==> config.mk <==
export PLATFORM = sky130hd
export DESIGN_NAME = uart8_receiver
export DESIGN_NICKNAME = d
export VERILOG_FILES = /design/src/rtl/uart8_receiver.sv
export SDC_FILE = /design/constraint.sdc
export NUM_CORES = 1
export LEC_CHECK = 0
export BUFFER_PORTS_ARGS = -buffer_cell sky130_fd_sc_hd__buf_2
export CAP_MARGIN = 30
export CORE_ASPECT_RATIO = 1.25
export CORE_MARGIN = 4
export CORE_UTILIZATION = 51
export DETAILED_ROUTE_END_ITERATION = 10
export PLACE_DENSITY = 0.73
export SYNTH_ARGS = -nofsm -noshare
export SYNTH_HDL_FRONTEND = slang
export SYNTH_SLANG_ARGS = --single-unit
==> constraint.sdc <==
create_clock -name clk -period 1.85 [get_ports clk]
set_input_delay 0.37 -clock clk [delete_from_list [all_inputs] [get_ports clk]]
set_output_delay 0.37 -clock clk [all_outputs]
set_load 0.01 [all_outputs]
==> src/rtl/uart8_receiver.sv <==
// 8N1 UART receiver running on an oversampling clock; mid-bit sampling,
// one-cycle done strobe, framing error flag and break (line-low) lockout.
//
// state     | meaning
// IDLE      | waiting for a falling edge on an armed (previously high) line
// START_BIT | validating the start bit at mid-bit, then timing out its period
// DATA_BITS | sampling 8 data bits LSB-first at mid-bit
// STOP_BIT  | sampling the stop bit at mid-bit, publishing the byte
module uart8_receiver #(
  parameter int OVERSAMPLE = 16
) (
  input  logic       clk,
  input  logic       rst,
  input  logic       en,
  input  logic       in,
  output logic [7:0] out,
  output logic       done,
  output logic       busy,
  output logic       err
);

  localparam int TW = (OVERSAMPLE > 1) ? $clog2(OVERSAMPLE) : 1;
  localparam logic [TW-1:0] T_MID  = TW'(OVERSAMPLE / 2 - 1);
  localparam logic [TW-1:0] T_LAST = TW'(OVERSAMPLE - 1);

  typedef enum logic [1:0] {
    IDLE      = 2'd0,
    START_BIT = 2'd1,
    DATA_BITS = 2'd2,
    STOP_BIT  = 2'd3
  } state_t;

  state_t        state, state_nxt;
  logic [1:0]    sync;
  logic          rxs;
  logic [TW-1:0] tick;
  logic [2:0]    bitidx;
  logic [7:0]    shift;
  logic          armed;
  logic          at_mid, at_last;

  assign rxs     = sync[1];
  assign at_mid  = (tick == T_MID);
  assign at_last = (tick == T_LAST);

  // two-flop synchronizer, free-running so the line is tracked even while disabled
  always_ff @(posedge clk or posedge rst) begin
    if (rst) sync <= 2'b11;
    else     sync <= {sync[0], in};
  end

  // state register
  always_ff @(posedge clk or posedge rst) begin
    if (rst) state <= IDLE;
    else     state <= state_nxt;
  end

  // next-state decode; disabled cycles hold the current state
  always_comb begin
    state_nxt = state;
    if (en) begin
      case (state)
        IDLE:      if (armed && !rxs) state_nxt = START_BIT;
        START_BIT: if (at_mid && rxs) state_nxt = IDLE;
                   else if (at_last)  state_nxt = DATA_BITS;
        DATA_BITS: if (at_last && bitidx == 3'd7) state_nxt = STOP_BIT;
        STOP_BIT:  if (at_mid) state_nxt = IDLE;
        default:   state_nxt = IDLE;
      endcase
    end
  end

  // bit timing, data shift, arming and byte/error capture
  always_ff @(posedge clk or posedge rst) begin
    if (rst) begin
      tick   <= '0;
      bitidx <= 3'd0;
      shift  <= 8'h00;
      armed  <= 1'b0;
      out    <= 8'h00;
      err    <= 1'b0;
    end else if (en) begin
      if (state_nxt != state)   tick <= '0;
      else if (state != IDLE)   tick <= at_last ? '0 : tick + 1'b1;

      if (state == START_BIT && state_nxt == DATA_BITS)
        bitidx <= 3'd0;
      else if (state == DATA_BITS && at_last && bitidx != 3'd7)
        bitidx <= bitidx + 3'd1;

      if (state == DATA_BITS && at_mid)
        shift <= {rxs, shift[7:1]};

      // a stop bit sampled low leaves the receiver disarmed until the line recovers
      if (state == IDLE && rxs)
        armed <= 1'b1;
      else if (state == STOP_BIT && at_mid)
        armed <= rxs;

      if (state == STOP_BIT && at_mid) begin
        out <= shift;
        err <= ~rxs;
      end
    end
  end

  // registered status: one-cycle done strobe (never while disabled) and busy flag
  always_ff @(posedge clk or posedge rst) begin
    if (rst) begin
      done <= 1'b0;
      busy <= 1'b0;
    end else begin
      done <= en && (state == STOP_BIT) && at_mid;
      busy <= (state != IDLE);
    end
  end

endmodule

==> impl_results.md <==
- Max-cap violations: 0
- Wire per inst: around 14 µm
- Reg clk slew, reported paths: approximately 0.10 ns
- Mapped Cells: 136
- CP Max Fanout: 5
- Clock root buffer: clkbuf_4
- Async S/R FF share, synth: 1.00
- Worst R2R End: tick[1]$_DFFE_PP0P_
- Syn. warnings: 0
- PnR worst setup slack: between 0.02 and 0.025 ns
- CORE AREA: 0.00268 mm²
- #FFs+latches synth: 31
- Peak supply drop: 0.748 mV
- Die Y: 67.2 µm
- Final Critical Period: about 1.8 ns
- R2R Path Start: tick[1]$_DFFE_PP0P_
- HPWL after DPL: 1.81 mm
- Initial Util: 0.533
- CP Launch Type: register
- Fmax: roughly 550 MHz
- Clock Tree Buf Depth: 2
- Die area: between 0.003 and 0.004 mm²
- RSZ-0062 raised after global routing: yes
- Pin slew with the least headroom to its limit: slightly above 0.4 ns
- Area grow syn2layout: 21.0%
- Final Max Tran Viols: 0
- Top cells by count, synth: 34 x nand2_1, 29 x dfrtp_1, 9 x mux2_2
- N_diodes: 0
- Clock Latency Late Sink: between 0.3 and 0.4 ns
- CP Capture Point: tick[1]$_DFFE_PP0P_
- Total clock sinks: 31
- Pwr/cell area: about 1300 mW/mm²
- Worst setup path class: register to register
- Mapped Area: ~0.0014 mm²
- Avg Inst Size Synth: approximately 11 µm²
- Gpl congestion: between 0.8 and 0.9
- DIE WIDTH: 55.3 µm
- Nets: 170
- Sequential fraction of the synthesis area: 0.545
- Hold WC Path Type: input port to async pin
- Leading area contributor after synthesis: dfrtp_1
- Via count: about 1.1k
- Netlist cell types: 39
- CP required: 2.07 ns
- Part of the cycle the worst path needs: 0.987
- Leakage power total: roughly 0.0009 µW
- Minimum setup slack among reg-to-reg paths: between 0.02 and 0.025 ns
- Initial antenna violation count: 0
- Max_slew headroom: 0.724
- Nature of the critical path endpoint: register
- Crit path DAT: 2.05 ns
- Status: completed
- Synth area leaders: dfrtp_1 51%, nand2_1 8.9%, mux2_2 7.1%
- Synth top area share: 0.508
- CP startpoint: tick[1]$_DFFE_PP0P_
- GRT overflow: 0
- Vias in the first global route: around 1.1k
- First drt pass iteration count: 4
- Htree depth: 2
- I/O Pins: 15
- Number of enable flip-flop cells after synthesis: 0
- Via density: approximately 5.3
- Worst-case reg-to-reg path depth: 6
- DRT iter0 DRCs: 23
- DRC viols: 0
- Pin count of the biggest net entering global routing: 32
- Fraction of layout cells with a size suffix above 1: 0.348
- Worst Skew: 0.00869 ns
- Endpoints failing setup: 0
- Final-report hold violation count: 0
- Count leader, synth: nand2_1
- Post-Route WL: roughly 2.7 mm
- Setup TNS: 0 ns
- GR Util All Layers: 0.165
- Placement Setup Slack: -0.0187 ns
- Port buffer count: 14
- Syn_nets: around 140
- Post-route ant nets: 0
- Global-route wire length before repair: 4.65 mm
- Top_reg_cell synth: dfrtp_1
- # rows: 21
- CTS tree: yes
- CTS Buf Count: 5
## timing repair
action,4_1_cts,5_1_grt
hold buffers,0,0
pin swaps,4,1
buffers inserted,3,1
resized for setup,1,1
endpoints found under the setup margin,2,3
## cell usage in the layout (no fill, tap or decap), types with 3 or more instances in the layout
cell type | synthesis | final
clkbuf_4 | 0 | 5
dfrtp_1 | 29 | 28
o21ai_0 | 4 | 4
buf_4 | 1 | 15
nand3_1 | 3 | 3
inv_1 | 3 | 3
o31ai_1 | 3 | 3
nor2b_1 | 3 | 3
nand2_1 | 34 | 34
mux2_2 | 9 | 9
nand2b_1 | 4 | 4
buf_2 | 3 | 14
## worst min path at each step
stage | start | slack (ns) | to | cells past startpoint
final | rst | 0.10 | err$_DFFE_PP0P_ | 3
after global routing | in | 0.11 | sync[0]$_DFF_PP1_ | 1
after CTS | rst | 0.10 | out[6]$_DFFE_PP0P_ | 3
after detailed placement | sync[0]$_DFF_PP1_ | 0.35 | sync[1]$_DFF_PP1_ | 0
after global placement | sync[0]$_DFF_PP1_ | 0.35 | sync[1]$_DFF_PP1_ | 0
after floorplan | sync[0]$_DFF_PP1_ | 0.35 | sync[1]$_DFF_PP1_ | 0
## power by group
part / leakage (µW) / switching (µW) / internal [µW] / total, µW
Clock: 0.0000482 / 231 / 319 / 550
Sequential: 0.000404 / 131 / 791 / 923
Combinational: 0.000436 / 338 / 393 / 731
Total: 0.000888 / 701 / 1500 / 2200
## cells by family (layout without fill, tap and decap cells)
kind of cell               after synthesis  in the layout  share of synthesized area
AOI/OAI and AO/OA                       19             19                     0.0876
and+or+nand+nor                         58             58                      0.201
muxes                                   11             11                     0.0849
DFF                                     31             31                      0.545
xor gates and xnor gates                 1              1                     0.0114
adders and majority gates                3              3                     0.0263
buffers and inverters                   13             41                     0.0447
## sequential cells by signal (all words and copies together), names as in the netlist
| name | cells |
|---|---|
| out | 8 |
| shift | 8 |
| tick | 4 |
| bitidx | 3 |
| state | 2 |
| sync | 2 |
| armed | 1 |
| busy | 1 |
| done | 1 |
| err | 1 |
## final cells by class
| cell class | count | area (µm²) |
|---|---|---|
| fillers | 232 | 951 |
| flip-flops and latches | 31 | 779 |
| multi-input cells | 92 | 623 |
| repair buffers | 29 | 183 |
| clock buffers | 6 | 51.3 |
| well taps | 34 | 42.5 |
| clock inverters | 2 | 35.0 |
| inverters | 4 | 15.0 |
## worst max-delay path: stages (launching register included)
cell	delay, ns
dfrtp_1	0.40
ha_4	0.18
nand3_4	0.08
and3b_1	0.18
or4_4	0.58
a41oi_2	0.20
o31ai_1	0.09
## metrics by stage
| stage | hold WS [ns] | area, µm² | total power (µW) | utilization | cells |
|---|---|---|---|---|---|
| floorplan | 0.345 | 1460 | 1390 | - | 136 |
| global placement | 0.345 | 1610 | 1560 | 0.600 | 186 |
| detailed placement | 0.355 | 1610 | 1600 | 0.600 | 186 |
| CTS | 0.105 | 1720 | 2200 | 0.641 | 197 |
| global route | 0.112 | 1730 | 2340 | 0.645 | 198 |
| finish | 0.101 | 1730 | 2200 | 0.645 | 198 |
## routing by layer
layer	part of all wire	GRT usage	vias up
met5	0	0	-
met4	0.018	0.0881	0
met3	0.047	0.0516	4
met2	0.51	0.286	23
met1	0.43	0.185	513
li1	-	-	515
No activity file was read; power rests on OpenSTA's default activity.
